<file path="config.mk">
export PLATFORM = sky130hd
export DESIGN_NAME = ir_pointer_flat
export DESIGN_NICKNAME = d
export VERILOG_FILES = /design/src/rtl/ir_pointer_if.sv /design/src/rtl/ir_pointer.sv /design/src/flat_wrapper.sv
export SDC_FILE = /design/constraint.sdc
export NUM_CORES = 1
export LEC_CHECK = 0
export BUFFER_PORTS_ARGS = -buffer_cell sky130_fd_sc_hd__buf_2
export CAP_MARGIN = 10
export CELL_PAD_IN_SITES_DETAIL_PLACEMENT = 0
export CELL_PAD_IN_SITES_GLOBAL_PLACEMENT = 1
export CORE_AREA = 2 2 61 86
export CTS_CLUSTER_SIZE = 16
export DETAILED_ROUTE_END_ITERATION = 8
export DIE_AREA = 0 0 63 88
export PLACE_DENSITY = 0.88
export SYNTH_ARGS = -nofsm -noshare
export SYNTH_HDL_FRONTEND = slang
export SYNTH_SLANG_ARGS = --single-unit
</file>
<file path="constraint.sdc">
create_clock -name clk -period 2.8 [get_ports clk]
set_input_delay 0.56 -clock clk [delete_from_list [all_inputs] [get_ports clk]]
set_output_delay 0.56 -clock clk [all_outputs]
set_load 0.03 [all_outputs]
</file>
<file path="src/rtl/ir_pointer_if.sv">
// ---------------------------------------------------------------------------
// ir_pointer_if
// Bundles the control-side inputs and fetch-side outputs of ir_pointer.
//   i_ir_regfile_en : mode from control (00 idle, 01 reset, 10 work, 11 idle)
//   i_cmd_valid/i_cmd/i_data/i_operand_a/i_operand_b : flow command
//   i_fetch_ready   : instruction memory accepts o_pointer
//   o_pointer/o_fetch_valid : fetch request
//   o_waiting/o_stopped     : status
// master: the environment driving commands and consuming fetches.
// slave : ir_pointer itself.
// ---------------------------------------------------------------------------
interface ir_pointer_if #(
  parameter int DATA_WIDTH = 8
);
  logic [1:0]            i_ir_regfile_en;
  logic                  i_cmd_valid;
  logic [2:0]            i_cmd;
  logic [DATA_WIDTH-1:0] i_data;
  logic [DATA_WIDTH-1:0] i_operand_a;
  logic [DATA_WIDTH-1:0] i_operand_b;
  logic                  i_fetch_ready;
  logic [DATA_WIDTH-1:0] o_pointer;
  logic                  o_fetch_valid;
  logic                  o_waiting;
  logic                  o_stopped;

  modport master (
    output i_ir_regfile_en, i_cmd_valid, i_cmd, i_data,
           i_operand_a, i_operand_b, i_fetch_ready,
    input  o_pointer, o_fetch_valid, o_waiting, o_stopped
  );

  modport slave (
    input  i_ir_regfile_en, i_cmd_valid, i_cmd, i_data,
           i_operand_a, i_operand_b, i_fetch_ready,
    output o_pointer, o_fetch_valid, o_waiting, o_stopped
  );
endinterface

</file>
<file path="src/rtl/ir_pointer.sv">
// ---------------------------------------------------------------------------
// ir_pointer
// Instruction-pointer stage. Maintains the fetch address, the jump target
// and a wait counter, driven by the mode and flow commands from control.
//   clk   : clock, rising edge
//   rst_n : asynchronous active-low reset
//   bus   : ir_pointer_if.slave (mode, command, operands, fetch handshake,
//           pointer and status outputs)
// ---------------------------------------------------------------------------
module ir_pointer #(
  parameter int                    DATA_WIDTH = 8,
  parameter logic [DATA_WIDTH-1:0] RESET_ADDR = '0
) (
  input  logic         clk,
  input  logic         rst_n,
  ir_pointer_if.slave  bus
);

  typedef enum logic [1:0] {
    ST_RST  = 2'd0,
    ST_RUN  = 2'd1,
    ST_WAIT = 2'd2,
    ST_STOP = 2'd3
  } state_e;

  typedef enum logic [2:0] {
    CMD_LARGER  = 3'd0,
    CMD_SMALLER = 3'd1,
    CMD_EQUAL   = 3'd2,
    CMD_UNEQUAL = 3'd3,
    CMD_DIRECT  = 3'd4,
    CMD_ADDRESS = 3'd5,
    CMD_WAIT    = 3'd6,
    CMD_STOP    = 3'd7
  } cmd_e;

  localparam logic [1:0] MODE_RESET = 2'b01;
  localparam logic [1:0] MODE_WORK  = 2'b10;

  state_e                state_q,   state_d;
  logic [DATA_WIDTH-1:0] pointer_q, pointer_d;
  logic [DATA_WIDTH-1:0] target_q,  target_d;
  logic [DATA_WIDTH-1:0] count_q,   count_d;

  logic                  fetch_valid;
  logic                  jump_taken;
  logic [DATA_WIDTH-1:0] pointer_step;

  // NOTE: sequential state uses non-blocking assignments so every register
  // samples the pre-edge values computed by the combinational block.
  always_ff @(posedge clk or negedge rst_n) begin
    if (!rst_n) begin
      state_q   <= ST_RST;
      pointer_q <= RESET_ADDR;
      target_q  <= '0;
      count_q   <= '0;
    end else begin
      state_q   <= state_d;
      pointer_q <= pointer_d;
      target_q  <= target_d;
      count_q   <= count_d;
    end
  end

  // Branch condition for the compare/direct commands; operands are unsigned.
  always_comb begin
    jump_taken = 1'b0;
    if (bus.i_cmd_valid) begin
      unique case (cmd_e'(bus.i_cmd))
        CMD_LARGER:  jump_taken = (bus.i_operand_a >  bus.i_operand_b);
        CMD_SMALLER: jump_taken = (bus.i_operand_a <  bus.i_operand_b);
        CMD_EQUAL:   jump_taken = (bus.i_operand_a == bus.i_operand_b);
        CMD_UNEQUAL: jump_taken = (bus.i_operand_a != bus.i_operand_b);
        CMD_DIRECT:  jump_taken = 1'b1;
        default:     jump_taken = 1'b0;
      endcase
    end
  end

  // Advance on a completed handshake only; wraps naturally at the width.
  assign pointer_step = (fetch_valid && bus.i_fetch_ready)
                      ? pointer_q + DATA_WIDTH'(1) : pointer_q;

  // NOTE: every signal assigned here gets a default first, so no path can
  // leave one unassigned and infer a latch.
  always_comb begin
    state_d     = state_q;
    pointer_d   = pointer_q;
    target_d    = target_q;
    count_d     = count_q;
    fetch_valid = 1'b0;

    unique case (state_q)
      ST_RST: begin
        if (bus.i_ir_regfile_en == MODE_WORK) state_d = ST_RUN;
      end

      ST_RUN: begin
        // Outside work mode the pointer freezes and commands are ignored.
        if (bus.i_ir_regfile_en == MODE_WORK) begin
          fetch_valid = 1'b1;
          pointer_d   = pointer_step;
          if (jump_taken) begin
            // The current request is dropped even if it was accepted.
            pointer_d = target_q;
          end else if (bus.i_cmd_valid) begin
            unique case (cmd_e'(bus.i_cmd))
              CMD_ADDRESS: target_d = bus.i_data;
              CMD_WAIT: begin
                if (bus.i_data != '0) begin
                  count_d   = bus.i_data;
                  state_d   = ST_WAIT;
                  pointer_d = pointer_q;
                end
              end
              CMD_STOP: begin
                state_d   = ST_STOP;
                pointer_d = pointer_q;
              end
              default: ;
            endcase
          end
        end
      end

      ST_WAIT: begin
        count_d = count_q - DATA_WIDTH'(1);
        if (count_q <= DATA_WIDTH'(1)) state_d = ST_RUN;
      end

      ST_STOP: ;

      default: state_d = ST_RST;
    endcase

    // Mode reset overrides every state and command.
    if (bus.i_ir_regfile_en == MODE_RESET) begin
      state_d     = ST_RST;
      pointer_d   = RESET_ADDR;
      target_d    = '0;
      count_d     = '0;
      fetch_valid = 1'b0;
    end
  end

  assign bus.o_pointer     = pointer_q;
  assign bus.o_fetch_valid = fetch_valid;
  assign bus.o_waiting     = (state_q == ST_WAIT);
  assign bus.o_stopped     = (state_q == ST_STOP);

endmodule

</file>
<file path="src/flat_wrapper.sv">
// flat-port wrapper written by rule: the top's interface ports become plain ports
module ir_pointer_flat 
#(
  parameter int                    DATA_WIDTH = 8,
  parameter logic [DATA_WIDTH-1:0] RESET_ADDR = '0
)
  (clk, rst_n, bus_i_ir_regfile_en, bus_i_cmd_valid, bus_i_cmd, bus_i_data, bus_i_operand_a, bus_i_operand_b, bus_i_fetch_ready, bus_o_pointer, bus_o_fetch_valid, bus_o_waiting, bus_o_stopped);
  ir_pointer_if #(.DATA_WIDTH(DATA_WIDTH)) bus_i ();
  input  logic clk;
  input  logic rst_n;
  input wire logic [$bits(bus_i.i_ir_regfile_en)-1:0] bus_i_ir_regfile_en;
  input wire logic [$bits(bus_i.i_cmd_valid)-1:0] bus_i_cmd_valid;
  input wire logic [$bits(bus_i.i_cmd)-1:0] bus_i_cmd;
  input wire logic [$bits(bus_i.i_data)-1:0] bus_i_data;
  input wire logic [$bits(bus_i.i_operand_a)-1:0] bus_i_operand_a;
  input wire logic [$bits(bus_i.i_operand_b)-1:0] bus_i_operand_b;
  input wire logic [$bits(bus_i.i_fetch_ready)-1:0] bus_i_fetch_ready;
  output wire logic [$bits(bus_i.o_pointer)-1:0] bus_o_pointer;
  output wire logic [$bits(bus_i.o_fetch_valid)-1:0] bus_o_fetch_valid;
  output wire logic [$bits(bus_i.o_waiting)-1:0] bus_o_waiting;
  output wire logic [$bits(bus_i.o_stopped)-1:0] bus_o_stopped;
  assign bus_i.i_ir_regfile_en = bus_i_ir_regfile_en;
  assign bus_i.i_cmd_valid = bus_i_cmd_valid;
  assign bus_i.i_cmd = bus_i_cmd;
  assign bus_i.i_data = bus_i_data;
  assign bus_i.i_operand_a = bus_i_operand_a;
  assign bus_i.i_operand_b = bus_i_operand_b;
  assign bus_i.i_fetch_ready = bus_i_fetch_ready;
  assign bus_o_pointer = bus_i.o_pointer;
  assign bus_o_fetch_valid = bus_i.o_fetch_valid;
  assign bus_o_waiting = bus_i.o_waiting;
  assign bus_o_stopped = bus_i.o_stopped;
  ir_pointer #(.DATA_WIDTH(DATA_WIDTH), .RESET_ADDR(RESET_ADDR)) u_core (.clk(clk), .rst_n(rst_n), .bus(bus_i));
endmodule
</file>
### After elaboration in Yosys (flattened, before gate mapping)

Cells that the tools add are included.

| storage, ports and cells | value |
|---|---|
| register bits | 26 |
| input port bits | 33 |
| output and inout port bits | 11 |
| logic and storage cells | 84 |

| operators by class | value |
|---|---|
| add/sub/neg operators | 2 |
| $lt $le $gt $ge | 3 |
| eq/ne operators | 26 |
| mux-type cells | 35 |
| reduce and logical (&&, ||, !) cells | 14 |

Operator list:

| operator | number |
|---|---|
| 8-bit two-way mux | 19 |
| 8-bit case mux with 2 select lines | 2 |
| 3-bit by 1-bit != test with 1-bit output, second input constant | 5 |
| 2-bit two-way mux | 7 |
| 3-bit equality test, second input constant | 4 |
| 4-bit by 2-bit != test with 1-bit output, second input constant | 3 |
| 8-bit by 1-bit adder with 8-bit output, second input constant | 1 |
| 8-bit equality test | 1 |
| 8-bit greater-than comparator | 1 |
| 8-bit by 1-bit less-or-equal comparator with 1-bit output, second input constant | 1 |
| 8-bit less-than comparator | 1 |
| 8-bit != test | 1 |
| 8-bit AND reduction | 1 |
| 2-bit nonzero test | 4 |
| 8-bit nonzero test | 1 |
| 8-bit by 1-bit subtractor with 8-bit output, second input constant | 1 |
| 2-bit equality test, second input constant | 3 |
| 3-bit by 2-bit equality test with 1-bit output, second input constant | 2 |
| 2-bit case mux with 3 select lines | 1 |
| 6-bit AND reduction | 1 |
| 5-bit by 4-bit != test with 1-bit output, second input constant | 1 |
| 1-bit case mux with 5 select lines | 1 |
| 5-bit AND reduction | 1 |
| 2-bit by 1-bit equality test with 1-bit output, second input constant | 2 |
| 12 further kinds | 15 |

### Depth between registers and ports, before layout

Gate-level depths: netlist of the first run.

| logic depth | value |
|---|---|
| depth in word-level cells | 13 |
| gate-level depth with buffers | 10 |
| mapped depth without buffers | 9 |

### Worst setup path before layout of the first run

No wires, ideal clock.

| path | value |
|---|---|
| kind | in2reg |
| start point | in bus_i_ir_regfile_en[1] |
| end point | reg u_core.pointer_q[6], in the netlist u_core.bus.o_pointer[6] |
| setup time | 126 ps |
| arrival | 2374 ps |
| required time | 2674 ps |
| path slack | 300 ps |
| stages | 10 |
| buffers on the path | 1 |
| cells stage by stage | inv_1 > ha_1 > buf_6 > and4bb_1 > nand2_1 > a41oi_4 > nand4_1 > mux2i_1 > nor3_1 > a221o_1 |

| on the way | value |
|---|---|
| longest elaborated chain between the ends | 13 |
| elaborated cells on any way between the ends | 19 |

Ends and longest elaborated chain:

| element | RTL line | text |
|---|---|---|
| start: declaration | flat_wrapper.sv:11 | `input wire logic [$bits(bus_i.i_ir_regfile_en)-1:0] bus_i_ir_regfile_en;` |
| 2-bit equality test | ir_pointer.sv:100 | `if (bus.i_ir_regfile_en == MODE_WORK) begin` |
| 1-bit two-way mux | ir_pointer.sv:100 |  |
| 1-bit two-way mux | ir_pointer.sv:93 | `unique case (state_q)` |
| 1-bit two-way mux * | ir_pointer.sv:137 | `if (bus.i_ir_regfile_en == MODE_RESET) begin` |
| via bus_o_fetch_valid | flat_wrapper.sv:19 | `output wire logic [$bits(bus_i.o_fetch_valid)-1:0] bus_o_fetch_valid;` |
| 1-bit logical AND * | ir_pointer.sv:81 | `assign pointer_step = (fetch_valid && bus.i_fetch_ready)` |
| 8-bit two-way mux * | ir_pointer.sv:82 | `? pointer_q + DATA_WIDTH'(1) : pointer_q;` |
| 8-bit two-way mux | ir_pointer.sv:110 | `if (bus.i_data != '0) begin` |
| 8-bit case mux with 2 select lines | ir_pointer.sv:107 | `unique case (cmd_e'(bus.i_cmd))` |
| 8-bit two-way mux * | ir_pointer.sv:106 | `end else if (bus.i_cmd_valid) begin` |
| 8-bit two-way mux * | ir_pointer.sv:103 | `if (jump_taken) begin` |
| 8-bit two-way mux * | ir_pointer.sv:100 |  |
| 8-bit two-way mux * | ir_pointer.sv:93 |  |
| 8-bit two-way mux * | ir_pointer.sv:137 |  |
| end signal: assignment | ir_pointer.sv:59 | `pointer_q <= pointer_d;` |
| end: declaration | ir_pointer.sv:41 | `logic [DATA_WIDTH-1:0] pointer_q, pointer_d;` |

Mark *: on every way through the listed nets, which the timed path passes. The rest lies on a longest branch. The select of a mux whose other input is x is not followed.
A chain may end at the register's enable or synchronous reset.

### Worst setup path after layout of the first run

| path | value |
|---|---|
| start point | in bus_i_operand_b[6] |
| end point | reg u_core.pointer_q[1], in the netlist u_core.bus.o_pointer[1] |

| on the way | value |
|---|---|
| longest elaborated chain between the ends | 7 |
| elaborated cells on any way between the ends | 13 |

Ends and longest elaborated chain:

| element | RTL line | text |
|---|---|---|
| start: declaration | flat_wrapper.sv:16 | `input wire logic [$bits(bus_i.i_operand_b)-1:0] bus_i_operand_b;` |
| 8-bit less-than comparator, or another cell as far along | ir_pointer.sv:71 | `CMD_SMALLER: jump_taken = (bus.i_operand_a < bus.i_operand_b);` |
| 1-bit case mux with 5 select lines * | ir_pointer.sv:69 | `unique case (cmd_e'(bus.i_cmd))` |
| 1-bit two-way mux * | ir_pointer.sv:68 | `if (bus.i_cmd_valid) begin` |
| 8-bit two-way mux | ir_pointer.sv:103 |  |
| 8-bit two-way mux | ir_pointer.sv:100 |  |
| 8-bit two-way mux | ir_pointer.sv:93 |  |
| 8-bit two-way mux | ir_pointer.sv:137 |  |

Mark *: on every way between the ends. The rest lies on a longest branch, timed or not. The select of a mux whose other input is x is not followed.

==> results.sh, run 1 <==
export IMPL_drive_above_1_share=0.217
export IMPL_routed_wl_mm=4.65
export IMPL_clock_latency_ps=270
export IMPL_rows=30
export IMPL_synthSimpleGateAreaFrac=0.220
export IMPL_cp_slowest_cell="o311a_4"
export IMPL_seq_area_frac_synth=0.328
export IMPL_synth_nets=274
export IMPL_ant_nets=0
export IMPL_drt_initial_drc_count=48
export IMPL_worstPathCellList="buf_2 > inv_1 > ha_1 > a21oi_1 > nand2_1 > a211oi_2 > a211oi_1 > o311a_4 > and2_1 > a221o_1"
export IMPL_fmax_mhz=425
export IMPL_critPathBufInv=2
export IMPL_crit_path_max_incr_delay_ps=450
export IMPL_initial_core_util=0.416
export IMPL_gp_congestion=0.779
export IMPL_worstPathArrival_ps=2520
export IMPL_power_leakage_nw=1.09
export IMPL_area_delta_synth_final_pct=16.8
export IMPL_yosys_area_top_type="dfrtp_1"
export IMPL_setup_tns_ps=0
export IMPL_cts_resized=0
export IMPL_synth_top_family_by_area="compound AO/OA/AOI/OAI gates"
export IMPL_grt_max_degree=27
export IMPL_grt_pass1_vias=1742
export IMPL_cts_tree="yes"
export IMPL_hold_viol=0
export IMPL_final_util=0.486
export IMPL_num_vias=1815
export IMPL_grt_overflow=0
export IMPL_synth_main_ff_cell="dfrtp_1"
export IMPL_dp_hpwl_mm=3.60
export IMPL_cts_htree_levels=1
export IMPL_outcome="complete, no violations"
export IMPL_synth_area_leaders="dfrtp_1, ha_1, o21ai_0"
export IMPL_num_antenna_cells=0
export IMPL_first_pass_iters=4
export IMPL_ys_ff_latch=26
export IMPL_yosysUniqueCellTypes=46
export IMPL_fin_cells=331
export IMPL_vias_per_cell=5.48
export IMPL_path_max_fanout=15
export IMPL_syn_area_per_cell_sq_um=8.70
export IMPL_postPlaceCellArea_sq_mm=0.00224
export IMPL_slew_viol_final=0
export IMPL_power_total_mw=1.43
export IMPL_synth_xor_area_frac=0.0132
export IMPL_gr_usage_all_layers=0.182
export IMPL_die_area_sq_mm=0.00554
export IMPL_synthCells=228
export IMPL_layout_worst_path_cycle_share=0.840
export IMPL_finalClockSkew_ps=2.22
export IMPL_nets=314
export IMPL_die_w_um=63
export IMPL_clk_pin_slew_worst_paths_ps=90
export IMPL_synth_fa_ha_area_frac=0.0820
export IMPL_max_cap_viol_count=0
export IMPL_critPathCaptureType="register"
export IMPL_wl_per_cell_um=14.0
export IMPL_peakVddDrop_uv=357
export IMPL_design_area_sq_mm=0.00232
export IMPL_maxSlewHeadroom=0.226
export IMPL_synth_edff_count=0
export IMPL_synth_compound_area_frac=0.252
export IMPL_synth_mux_area_frac=0.0303
export IMPL_portBuffers=43
export IMPL_remaining_drc_errors=0
export IMPL_period_needed_ps=2350
export IMPL_cts_hold_buf=0
export IMPL_power_density_mw_per_mm2=617
export IMPL_cts_setup_buffers=0
export IMPL_ios=44
export IMPL_cp_top_family="compound AO/OA/AOI/OAI gates"
export IMPL_netlist_area_sq_mm=0.00198
export IMPL_numCtsBuffers=3
export IMPL_place_inst=327
export IMPL_start_kind="primary input"
export IMPL_hp_class="primary input to async pin"
export IMPL_rsz0062_at_grt="false"
export IMPL_yosysTopAreaCellShare=0.328
export IMPL_tightest_slew_ps=1150
export IMPL_antenna_found_initial=0
export IMPL_critical_path_class="primary input to register"
export IMPL_die_h_um=88
export IMPL_critical_path_required_ps=2970
export IMPL_grt_pass1_wl_mm=8.12
export IMPL_yosysWarnings=0
export IMPL_cts_root_buf="clkbuf_8"
export IMPL_cts_sinks=26
export IMPL_fillCellCount=485
export IMPL_clk_path_buf_depth=2
export IMPL_synthArstFlopShare=1.00
export IMPL_core_area_sq_mm=0.00477
export IMPL_ff2ff_setup_slack_ps=630
export IMPL_finalSetupViolations=0
sequential cells by signal, summed over array words and instances (netlist names):
| signal | count |
|---|---|
| u_core.count_q | 8 |
| u_core.state_q | 2 |
| u_core.target_q | 8 |
| u_core.bus.o_pointer | 8 |
synth_stat cells (2+ instances only):
cell type and instances:
nor4_1 3, a32oi_1 2, nor3_1 13, nand2b_1 4, o21ai_0 17, xnor2_1 3
nand3_1 4, nand4_1 5, a22oi_1 6, o21ai_1 4, buf_6 2, nor4_4 2
dfrtp_1 26, nand2_1 13, clkbuf_1 8, a21oi_1 7, ha_1 13, inv_1 22
mux2i_1 6, nor2_1 19, and2_1 5, o2bb2ai_1 3, o31ai_1 6, nor2b_1 3
a311oi_1 2, a221o_1 3, o41ai_1 8
kinds of logic after synthesis:
| kind of cell | after synthesis |
|---|---|
| AO/OA/AOI/OAI | 67 |
| XOR/XNOR | 3 |
| adder cells (fa/ha/maj) | 13 |
| buffers and inverters | 34 |
| flip-flops | 26 |
| multiplexers | 6 |
| AND/OR/NAND/NOR | 79 |
cell usage in the layout, fill, tap and decap left out, types with 5 or more instances in the layout:
cell | Yosys | layout
a21oi_1 | 7 | 7
a22oi_1 | 6 | 6
and2_1 | 5 | 5
buf_2 | 0 | 43
dfrtp_1 | 26 | 26
ha_1 | 13 | 13
inv_1 | 22 | 22
mux2i_1 | 6 | 6
nand2_1 | 13 | 13
nand4_1 | 5 | 5
nor2_1 | 19 | 19
nor3_1 | 13 | 13
o21ai_0 | 17 | 17
o31ai_1 | 6 | 6
o41ai_1 | 8 | 8
path summary, 6_finish.rpt:
| kind | from | to | cells past startpoint |
|---|---|---|---|
| worst min-delay path | rst_n | u_core.bus.o_pointer[2] | 1 |
| worst max-delay path | bus_i_operand_b[6] | u_core.bus.o_pointer[1] | 10 |
| max in group asynchronous | rst_n | u_core.state_q[1] | 1 |
| min in group clk | u_core.count_q[1] | u_core.count_q[1] | 2 |
| worst max register to register | u_core.state_q[0] | u_core.count_q[4] | 7 |
| worst min register to register | u_core.count_q[1] | u_core.count_q[1] | 2 |
layout make-up:
type                    instances  area (sq um)  area share
repair buffers                 47           245       0.106
multi-input cells             168          1190       0.512
well taps                      64          80.1      0.0346
clock inverters                 1          30.0      0.0130
inverters                      22          82.6      0.0357
clock buffers                   3          41.3      0.0178
flip-flops and latches         26           651       0.281
per-stage QoR:
step                worst slack, ps  hold slack (ps)
floorplan                       300              264
global placement                209              491
detailed placement              152              494
CTS                             454              291
global route                    316              305
finish                          449              274
power by group:
| group | switching, mW | total, mW | internal [mW] |
|---|---|---|---|
| registers | 0.105 | 0.582 | 0.477 |
| clock network | 0.125 | 0.316 | 0.191 |
| logic | 0.320 | 0.531 | 0.211 |
routing by layer:
layer  GRT usage  share of wire  vias to the layer above
met5           0              0                        -
met4      0.0727          0.018                        0
met3      0.0308          0.046                        9
met2       0.319           0.51                       41
met1       0.222           0.43                      846
li1            -              -                      919
Note: power is estimated with default switching activity, not from simulation.
==> run 2: changes to the inputs <==
Settings changed: CORE_AREA 2 2 61 86 to 2 2 66 93, DIE_AREA 0 0 63 88 to 0 0 68 95, PLACE_DENSITY 0.88 to 0.8.
Clock period 2.8 ns to 2 ns, I/O delays scaled along.
==> results.sh, run 2 (synthesis results as in run 1) <==
export IMPL_first_pass_iters=4
export IMPL_die_area_sq_mm=0.00646
export IMPL_cts_htree_levels=1
export IMPL_wl_per_cell_um=14.8
export IMPL_worst_slack_ps=31.1
export IMPL_num_antenna_cells=0
export IMPL_cts_sinks=26
export IMPL_dp_hpwl_mm=4.15
export IMPL_clk_pin_slew_worst_paths_ps=90
export IMPL_power_density_mw_per_mm2=796
export IMPL_fin_cells=365
export IMPL_vias_per_cell=5.33
export IMPL_ant_nets=0
export IMPL_maxSlewHeadroom=0.603
export IMPL_routed_wl_mm=5.41
export IMPL_fmax_mhz=508
export IMPL_slew_viol_final=0
export IMPL_path_max_fanout=3
export IMPL_place_ws_ps=-364
export IMPL_initial_core_util=0.348
export IMPL_period_needed_ps=1970
export IMPL_crit_path_max_incr_delay_ps=370
export IMPL_cts_root_buf="clkbuf_8"
export IMPL_hold_viol=0
export IMPL_multiInputGateArea_sq_mm=0.00129
export IMPL_outcome="complete, no violations"
export IMPL_worstPathCellList="buf_6 > inv_8 > ha_4 > nor2b_4 > o211ai_1 > a21o_1 > and3_1 > o311a_4 > and2_4 > a221o_1"
export IMPL_critPathBufInv=2
export IMPL_core_area_sq_mm=0.00570
export IMPL_power_leakage_nw=1.25
export IMPL_place_inst=359
export IMPL_fillCellCount=572
export IMPL_portBuffers=43
export IMPL_met2_length_mm=2.98
export IMPL_numCtsBuffers=3
export IMPL_ios=44
export IMPL_cp_top_family="compound AO/OA/AOI/OAI gates"
export IMPL_rsz0062_at_grt="true"
export IMPL_ff2ff_setup_slack_ps=90
export IMPL_peakVddDrop_uv=249
export IMPL_clk_path_buf_depth=2
export IMPL_area_delta_synth_final_pct=35.1
export IMPL_finalClockSkew_ps=2.54
export IMPL_num_vias=1945
export IMPL_grt_max_degree=34
export IMPL_drive_above_1_share=0.349
export IMPL_rows=33
export IMPL_critical_path_required_ps=2170
export IMPL_gp_congestion=0.796
export IMPL_critical_path_class="primary input to register"
export IMPL_tightest_slew_ps=595
export IMPL_cts_tree="yes"
export IMPL_dr_wl_met3_um=193
export IMPL_critPathCaptureType="register"
export IMPL_final_common_cell="buf_2"
export IMPL_nets=342
export IMPL_finalSetupViolations=0
export IMPL_seq_area_sq_um=651
export IMPL_drt_initial_drc_count=111
export IMPL_worstPathArrival_ps=2140
export IMPL_die_h_um=95
export IMPL_m1WireLength_mm=2.16
export IMPL_max_cap_viol_count=0
export IMPL_antenna_found_initial=0
export IMPL_top_layer="met4"
export IMPL_layout_common_cells="buf_2, buf_4, dfrtp_1, nor2_1, inv_1"
export IMPL_remaining_drc_errors=0
export IMPL_power_total_mw=2.13
export IMPL_die_w_um=68
export IMPL_grt_overflow=0
export IMPL_setup_tns_ps=0
export IMPL_grt_pass1_wl_mm=8.74
export IMPL_gr_usage_all_layers=0.175
export IMPL_clock_latency_ps=280
export IMPL_start_kind="primary input"
export IMPL_hp_class="primary input to async pin"
export IMPL_grt_pass1_vias=1911
export IMPL_final_util=0.470
export IMPL_layout_worst_path_cycle_share=0.984
export IMPL_cp_slowest_cell="o311a_4"
==> run 2: where the power goes <==
part	total [mW]	internal (mW)	leakage [nW]	switching, mW
Clock	0.448	0.268	0.0357	0.180
Sequential	0.814	0.667	0.325	0.147
Combinational	0.869	0.375	0.885	0.493
Total	2.13	1.31	1.25	0.820
==> run 2: path summary, 6_finish.rpt <==
check / depth (start not counted) / end / start
setup reg to reg: 8 / u_core.bus.o_pointer[1] / u_core.state_q[1]
hold / removal: 1 / u_core.state_q[1] / rst_n
setup / recovery: 10 / u_core.bus.o_pointer[4] / bus_i_operand_b[1]
hold reg to reg: 1 / u_core.bus.o_pointer[4] / u_core.target_q[4]
max in group asynchronous: 1 / u_core.bus.o_pointer[4] / rst_n
min in group clk: 3 / u_core.target_q[0] / bus_i_data[0]
==> run 2: timing repair <==
action                                 4_1_cts  5_1_grt
resized for setup                            1       17
setup endpoints to repair                    7        9
pin swaps                                    2        9
hold buffers                                 0        0
setup buffers                                0        2
endpoints found under the hold margin        0        0
==> run 2: area by class of cell <==
class	instances	area share
clock buffer	3	0.0154
clock inverter	1	0.0112
sequential	26	0.243
tap	70	0.0327
timing repair buffer	75	0.181
inverter	22	0.0355
multi-input combinational	168	0.481
==> run 2: routing by layer <==
metal,up-vias,track usage
met1,915,0.214
met3,5,0.0107
met2,47,0.319
met4,0,0.0550
met5,-,0
li1,978,-
==> run 2: metrics by stage <==
step | instance area [sq um] | hold slack, ps
after CTS | 2570 | 132
after global routing | 2680 | 155
after global placement | 2500 | 430
final | 2680 | 111
after floorplan | 2040 | 104
after detailed placement | 2500 | 444
==> run 3: changes to the inputs <==
Settings changed: MAX_ROUTING_LAYER from default to met4.
==> results.sh, run 3 (synthesis results as in run 1) <==
export IMPL_outcome="complete, no violations"
export IMPL_peakVddDrop_uv=250
export IMPL_power_total_mw=2.13
export IMPL_hp_class="primary input to async pin"
export IMPL_maxSlewHeadroom=0.604
export IMPL_place_inst=359
export IMPL_clock_latency_ps=280
export IMPL_ff2ff_setup_slack_ps=100
export IMPL_cts_htree_levels=1
export IMPL_drive_above_1_share=0.349
export IMPL_initial_core_util=0.348
export IMPL_critPathLaunch="bus_i_operand_b[1]"
export IMPL_numCtsBuffers=3
export IMPL_fmax_mhz=508
export IMPL_finalClockSkew_ps=2.00
export IMPL_routed_wl_mm=5.41
export IMPL_die_area_sq_mm=0.00646
export IMPL_final_common_cell="buf_2"
export IMPL_critPathCaptureType="register"
export IMPL_wl_per_cell_um=14.8
export IMPL_layout_worst_path_cycle_share=0.985
export IMPL_die_h_um=95
export IMPL_cts_sinks=26
export IMPL_num_antenna_cells=0
export IMPL_worstPathArrival_ps=2140
export IMPL_rows=33
export IMPL_cts_root_buf="clkbuf_8"
export IMPL_power_density_mw_per_mm2=795
export IMPL_grt_pass1_wl_mm=8.75
export IMPL_grt_max_degree=34
export IMPL_rr_worst_depth=8
export IMPL_slew_viol_final=0
export IMPL_antenna_found_initial=0
export IMPL_period_needed_ps=1970
export IMPL_max_cap_viol_count=0
export IMPL_rsz0062_at_grt="true"
export IMPL_critical_path_required_ps=2170
export IMPL_dp_hpwl_mm=4.15
export IMPL_clk_pin_slew_worst_paths_ps=90
export IMPL_final_util=0.470
export IMPL_first_pass_iters=4
export IMPL_power_leakage_nw=1.25
export IMPL_layout_common_cells="buf_2, buf_4, dfrtp_1, nor2_1, inv_1"
export IMPL_area_delta_synth_final_pct=35.1
export IMPL_ios=44
export IMPL_portBuffers=43
export IMPL_reg2reg_to="u_core.bus.o_pointer[1]"
export IMPL_clk_path_buf_depth=2
export IMPL_drt_initial_drc_count=114
export IMPL_hold_slack_ps=112
export IMPL_critical_path_class="primary input to register"
export IMPL_core_area_sq_mm=0.00570
export IMPL_vias_per_cell=5.43
export IMPL_num_vias=1983
export IMPL_gr_usage_all_layers=0.180
export IMPL_nets=342
export IMPL_cts_hold_buf=0
export IMPL_finalSetupViolations=0
export IMPL_multiInputGateArea_sq_mm=0.00129
export IMPL_setup_tns_ps=0
export IMPL_start_kind="primary input"
export IMPL_grt_overflow=0
export IMPL_die_w_um=68
export IMPL_grt_pass1_vias=1913
export IMPL_gp_congestion=0.807
export IMPL_r2r_start="u_core.state_q[1]"
export IMPL_hold_viol=0
export IMPL_seq_area_sq_um=651
export IMPL_fin_cells=365
export IMPL_cts_tree="yes"
export IMPL_fillCellCount=572
export IMPL_remaining_drc_errors=0
export IMPL_tightest_slew_ps=594
export IMPL_path_max_fanout=3
export IMPL_ant_nets=0
## run 3: cell counts in the layout (fill, tap and decap cells not counted)
No cell type changed its count.
## run 3: cell type report
class / instances / share of cell area
timing repair buffer: 75 / 0.181
tap: 70 / 0.0327
sequential: 26 / 0.243
clock buffer: 3 / 0.0154
inverter: 22 / 0.0355
multi-input combinational: 168 / 0.481
clock inverter: 1 / 0.0112
## run 3: worst max-delay path, cell delays in order
cell	delay, ps
buf_6	90
inv_8	30
ha_4	250
nor2b_4	120
o211ai_1	90
a21o_1	180
and3_1	150
o311a_4	370
and2_4	170
a221o_1	300
## run 3: repair_timing
item / 4_1_cts / 5_1_grt
endpoints found under the setup margin: 7 / 9
resized for setup: 1 / 17
pin swaps: 2 / 9
buffers inserted: 0 / 2
## run 3: how the worst max path moves through the flow
stage / to / slack [ps] / cells past startpoint
after floorplan: u_core.bus.o_pointer[1] / -160 / 9
after global placement: u_core.bus.o_pointer[1] / -320 / 10
after detailed placement: u_core.bus.o_pointer[1] / -360 / 10
after CTS: u_core.bus.o_pointer[4] / 1 / 10
after global routing: u_core.bus.o_pointer[4] / -20 / 10
final: u_core.bus.o_pointer[4] / 30 / 10
## run 3: per-stage QoR
stage | setup WS [ps] | cell area [sq um]
floorplan | -161 | 2040
global placement | -318 | 2500
detailed placement | -364 | 2500
CTS | 0.977 | 2570
global route | -22.0 | 2680
finish | 30.8 | 2680
## run 3: report_power, final
group / internal (mW) / switching [mW] / leakage (nW)
registers: 0.667 / 0.147 / 0.325
clock network: 0.268 / 0.178 / 0.0357
logic: 0.375 / 0.494 / 0.885
total: 1.31 / 0.819 / 1.25
## run 3: metal layers
layer | up-vias | share of wire | GRT usage
met5 | - | 0 | -
met2 | 48 | 0.55 | 0.320
met3 | 5 | 0.033 | 0.0107
met1 | 951 | 0.40 | 0.212
li1 | 979 | - | -
met4 | 0 | 0.014 | 0.0550
